File: src/rtl/sp_ram_ctrl.sv
// sp_ram_ctrl: single-port SRAM behind a valid/ready request channel with
// byte-masked writes and a backpressure-safe valid/ready read response.
// Read data is parked in a first-word-fall-through skid FIFO whose depth
// equals the read latency L, so a stalled consumer never loses data.
// Optional feature: define RAM_OREG_EN to add a registered array output
// stage (read latency 2, skid depth 2); otherwise latency and depth are 1.
module sp_ram_ctrl #(
  parameter int DW    = 32,
  parameter int DEPTH = 128,
  localparam int AW   = $clog2(DEPTH),
  localparam int BW   = DW / 8
) (
  input  logic          clk,
  input  logic          rst,
  input  logic          req_valid,
  output logic          req_ready,
  input  logic          req_we,
  input  logic [AW-1:0] req_addr,
  input  logic [DW-1:0] req_wdata,
  input  logic [BW-1:0] req_be,
  output logic          rsp_valid,
  input  logic          rsp_ready,
  output logic [DW-1:0] rsp_rdata
);

`ifdef RAM_OREG_EN
  localparam logic [1:0] LC = 2'd2;
`else
  localparam logic [1:0] LC = 2'd1;
`endif

  // Ring pointer advance; with a single-entry FIFO the pointer stays at 0.
  function automatic logic ptr_inc(input logic p);
    return (LC == 2'd1) ? 1'b0 : ~p;
  endfunction

  logic [DW-1:0] mem_q [DEPTH];
  logic          acc, rd_acc, pop;
  logic          rd_vld_q;
  logic [DW-1:0] rd_data_q;
  logic          arr_vld;
  logic [DW-1:0] arr_data;
  logic [DW-1:0] fifo_q [2];
  logic          wptr_q, wptr_d, rptr_q, rptr_d;
  logic [1:0]    fcnt_q, fcnt_d, cnt_q, cnt_d;
  logic          push, fpop;
  logic [DW-1:0] head;

  assign acc    = req_valid && req_ready;
  assign rd_acc = acc && !req_we;

  // Array access: byte-masked write or synchronous read, one per cycle.
  always_ff @(posedge clk) begin
    if (acc) begin
      if (req_we) begin
        for (int b = 0; b < BW; b++) begin
          if (req_be[b]) mem_q[req_addr][8*b +: 8] <= req_wdata[8*b +: 8];
        end
      end else begin
        rd_data_q <= mem_q[req_addr];
      end
    end
  end

  // Read-in-flight flag for the array output.
  always_ff @(posedge clk or posedge rst) begin
    if (rst) rd_vld_q <= 1'b0;
    else     rd_vld_q <= rd_acc;
  end

`ifdef RAM_OREG_EN
  logic          oreg_vld_q;
  logic [DW-1:0] oreg_data_q;

  // Output register stage data, loaded only when a read is returning.
  always_ff @(posedge clk) begin
    if (rd_vld_q) oreg_data_q <= rd_data_q;
  end

  // Output register stage valid.
  always_ff @(posedge clk or posedge rst) begin
    if (rst) oreg_vld_q <= 1'b0;
    else     oreg_vld_q <= rd_vld_q;
  end

  assign arr_vld  = oreg_vld_q;
  assign arr_data = oreg_data_q;
`else
  assign arr_vld  = rd_vld_q;
  assign arr_data = rd_data_q;
`endif

  // Arriving data bypasses the FIFO when it is empty and the consumer takes it.
  assign push      = arr_vld && !((fcnt_q == 2'd0) && rsp_ready);
  assign fpop      = (fcnt_q != 2'd0) && rsp_ready;
  assign head      = (fcnt_q != 2'd0) ? fifo_q[rptr_q] : arr_data;
  assign rsp_valid = (fcnt_q != 2'd0) || arr_vld;
  assign rsp_rdata = rsp_valid ? head : '0;
  assign pop       = rsp_valid && rsp_ready;
  assign req_ready = (cnt_q < LC) || (pop && (cnt_q == LC));

  // Next-state for FIFO pointers/occupancy and the read credit counter.
  always_comb begin
    wptr_d = push ? ptr_inc(wptr_q) : wptr_q;
    rptr_d = fpop ? ptr_inc(rptr_q) : rptr_q;
    fcnt_d = fcnt_q + {1'b0, push} - {1'b0, fpop};
    cnt_d  = cnt_q + {1'b0, rd_acc} - {1'b0, pop};
  end

  // Skid FIFO storage.
  always_ff @(posedge clk) begin
    if (push) fifo_q[wptr_q] <= arr_data;
  end

  // Control state; reset discards in-flight and queued responses.
  always_ff @(posedge clk or posedge rst) begin
    if (rst) begin
      wptr_q <= 1'b0;
      rptr_q <= 1'b0;
      fcnt_q <= 2'd0;
      cnt_q  <= 2'd0;
    end else begin
      wptr_q <= wptr_d;
      rptr_q <= rptr_d;
      fcnt_q <= fcnt_d;
      cnt_q  <= cnt_d;
    end
  end

endmodule
File: config.mk
export PLATFORM = sky130hd
export DESIGN_NAME = sp_ram_ctrl
export DESIGN_NICKNAME = d
export VERILOG_FILES = /design/src/rtl/sp_ram_ctrl.sv
export SDC_FILE = /design/constraint.sdc
export NUM_CORES = 2
export LEC_CHECK = 0
export CORE_MARGIN = 10
export CORE_UTILIZATION = 51
export CTS_CLUSTER_DIAMETER = 40
export DETAILED_ROUTE_END_ITERATION = 16
export PLACE_DENSITY = 0.74
export SYNTH_ARGS = -nofsm -noshare
export SYNTH_HDL_FRONTEND = slang
export SYNTH_MEMORY_MAX_BITS = 65536
export SYNTH_SLANG_ARGS = --single-unit
File: constraint.sdc
create_clock -name clk -period 5.2 [get_ports clk]
set_input_delay 0.78 -clock clk [delete_from_list [all_inputs] [get_ports clk]]
set_output_delay 0.78 -clock clk [all_outputs]
set_load 0.02 [all_outputs]
==> run_results.csv <==
group,metric,value,unit
sta,drv_slew,0,
logic_synthesis,synth_top_family_by_area,"multiplexers",
clock_network,numCtsBuffers,459,
sta,min_period,4.51,ns
global_route,grt_max_degree,129,
die,die_area,337000,µm²
power_and_ir_drop,power_per_cell_area,406,nW/µm²
power_and_ir_drop,p_sw,16.4,mW
logic_synthesis,synth_nets,6782,
clock_network,cts.sink_count,4165,
worst_setup_path,critPathRequiredTime,4.42,ns
routing,drc_errors,0,
sta,fmax,0.222,GHz
placed_design,routabilityCongestion,0.893,
power_and_ir_drop,swShare,0.218,
power_and_ir_drop,p_clk_frac,0.451,
global_route,grt_pass1_vias,78200,
logic_synthesis,avgSynthCellArea,23.8,µm²
sta,holdWs,0.0947,ns
sta,fin_crit_sh,0.868,
cells_and_area,layout_common_cells,"edfxtp_1 (4160), mux4_2 (1344), nor2_1 (522)",
die,fp.dieW,581,µm
clock_network,cts_tree,"yes",
cells_and_area,fillers,20800,
routing,wl,426000,µm
placed_design,dpl-instance-area,169000,µm²
routing,ant_nets,0,
run_status,status,"completed",
job,drv_cap,0,
logic_synthesis,synth_cells,6730,
sta,rsz0062_at_grt,"no",
worst_setup_path,crit_path_max_incr_delay,0.76,ns
sta,layout_setup_ws,0.687,ns
cells_and_area,drive_gt1_frac,0.338,
die,fp-row-count,205,
clock_network,htreeDepth,5,
global_route,grt_first_pass_wirelength,604000,µm
logic_synthesis,yosysSeqAreaShare,0.780,
die,core,312000,µm²
routing,first_iter_violations,10500,
placed_design,post-dp-hpwl,261000,µm
logic_synthesis,synthSimpleGateAreaFrac,0.0188,
logic_synthesis,synth_seq_cells,4165,
min_path,min_path_type,"in2reg",
sta,report.final.hold_viol_count,0,
routing,routedWlPerCell,35.8,µm
clock_network,clk_pin_slew,0.06,ns
die,die_y,581,µm
sta,worst_slew_pin_slew,1.41,ns
power_and_ir_drop,irDropWorstVdd,346,µV
logic_synthesis,yosysTopAreaCell,"edfxtp_1",
global_route,antenna_found_initial,42,
global_route,grt_overflow,0,
routing,drt-vias-per-instance,6.45,
logic_synthesis,synth_xor_area_frac,0.000218,
power_and_ir_drop,share_comb_of_total_power,0.053,
sta,clock_skew,0.0527,ns
routing,vias,76700,
worst_setup_path,crit_path_end_kind,"output port",
logic_synthesis,muxShareOfSynthArea,0.191,
clock_network,cts_resized,0,
global_route,track_usage,0.249,
die,initial_core_util,0.513,
worst_setup_path,path_class,"reg2out",
worst_setup_path,worstPathMaxFanout,34,
cells_and_area,fin_area,185000,µm²
clock_network,cts-root-buf,"clkbuf_16",
worst_setup_path,critPathLaunchType,"register",
die,ios,82,
cells_and_area,area_delta_synth_final,15.3,%
worst_setup_path,cp.arrival,3.73,ns
power_and_ir_drop,p_seq_frac,0.496,
logic_synthesis,synth_adder_area_share,0.000312,
logic_synthesis,synth_compound_area_frac,0.000179,
worst_setup_path,crit_chain,"nor2_4 -> nand3_1 -> nand2_1 -> clkdlybuf4s50_1",
routing,drt_pass1_iterations,9,
logic_synthesis,yosysTopAreaCellShare,0.779,
cells_and_area,final_common_cell,"edfxtp_1",
sta,slew_headroom,0.0551,
logic_synthesis,ys_warn_count,0,
worst_setup_path,cpMaxStageDelayCell,"clkdlybuf4s50_1",
logic_synthesis,netlist_area,160000,µm²
logic_synthesis,ys_types,25,
sta,setup_tns,0,ns
clock_network,clock_path_buffers,4,
worst_setup_path,cpLargestDelayFamily,"simple AND/OR/NAND/NOR gates",
logic_synthesis,synthTopCellsByArea,"edfxtp_1 (78%), mux4_2 (19%), nor2_1 (1.2%)",
power_and_ir_drop,leakagePower,57.4,nW
clock_network,clock_latency,1.01,ns
placed_design,port_buffers,81,
worst_setup_path,critPathBufInv,1,
placed_design,dp_worst_setup_slack,0.784,ns
power_and_ir_drop,p_int,58.6,mW
cells_and_area,finalNetCount,7367,
sta,setup_violations,0,
==> sequential cells by signal (all words and copies together), names as in the netlist <==
signal and flops:
mem_q 4096, fifo_q 32, arr_data 32, fcnt_q 2
cnt_q 2, arr_vld 1
==> Yosys cell counts (all sizes together) <==
library cell and number:
a2111oi 1, a21boi 1, a21oi 1, and2 4, and3 3, buf 138, clkbuf 250, dfrtp 5
edfxtp 4160, ha 4, inv 10, mux2 32, mux4 1344, nand2 198, nand2b 4, nand3 32
nor2 528, nor2b 2, nor3 4, o31ai 1, or2 3, or3 1, xnor2 4
==> stage by stage <==
| step | instances | total power, mW | util |
|---|---|---|---|
| CTS | 11800 | 75.2 | 0.591 |
| finish | 11900 | 75.0 | 0.592 |
| detailed placement | 11000 | 41.8 | 0.540 |
| global route | 11900 | 76.8 | 0.592 |
| floorplan | 6730 | 40.0 | - |
| global placement | 11000 | 41.7 | 0.540 |
==> logic make-up (layout without fill, tap and decap cells) <==
group | after synthesis | in the layout
AOI/OAI and AO/OA | 4 | 4
xor gates and xnor gates | 4 | 4
adders and majority gates | 4 | 4
buffers and inverters | 398 | 1372
DFF | 4165 | 4165
muxes | 1376 | 1376
other | 0 | 49
and+or+nand+nor | 779 | 779
==> final timing paths <==
check	from	cells after the start	slack [ns]	to
max in group asynchronous	rst	3	4.47	cnt_q[0]
hold / removal	req_wdata[1]	1	0.09	mem_q[50][1]
min in group asynchronous	rst	3	0.56	fcnt_q[1]
setup reg to reg	fcnt_q[1]	6	1.75	mem_q[9][26]
setup / recovery	fcnt_q[1]	4	0.69	rsp_rdata[29]
hold reg to reg	arr_data[19]	0	0.56	fifo_q[0][19]
==> cell type report <==
class	instances	area [µm²]	share of cell area
Sequential cell	4165	125000	0.676
Multi-Input combinational cell	2167	33800	0.183
Clock buffer	508	11700	0.0635
Tap cell	4140	5180	0.0280
Timing Repair Buffer	512	4700	0.0254
Clock inverter	342	4250	0.0230
Antenna cell	49	123	0.000663
Inverter	10	37.5	0.000203
==> metal layers <==
layer | global-route usage | vias to the layer above | wire, µm
met4 | 0.121 | 31 | 24500
met3 | 0.0796 | 961 | 50700
met5 | 0.0134 | - | 795
met2 | 0.390 | 4963 | 203000
met1 | 0.316 | 40900 | 147000
li1 | - | 29900 | -
==> power by group through the flow <==
stage          combinational, mW  sequential [mW]  clock (mW)
2_1_floorplan               2.17             37.8           0
3_3_place_gp                3.86             37.9           0
3_5_place_dp                3.94             37.9           0
4_1_cts                     3.98             37.2        34.1
5_1_grt                     4.17             37.2        35.4
6_report                    4.00             37.2        33.8
==> timing repair <==
action                                 CTS  global route
endpoints found under the hold margin    5             0
hold buffers                             1             0
setup buffers                            0             0
setup endpoints to repair                0             0
Power figures use the tool's default switching activity.
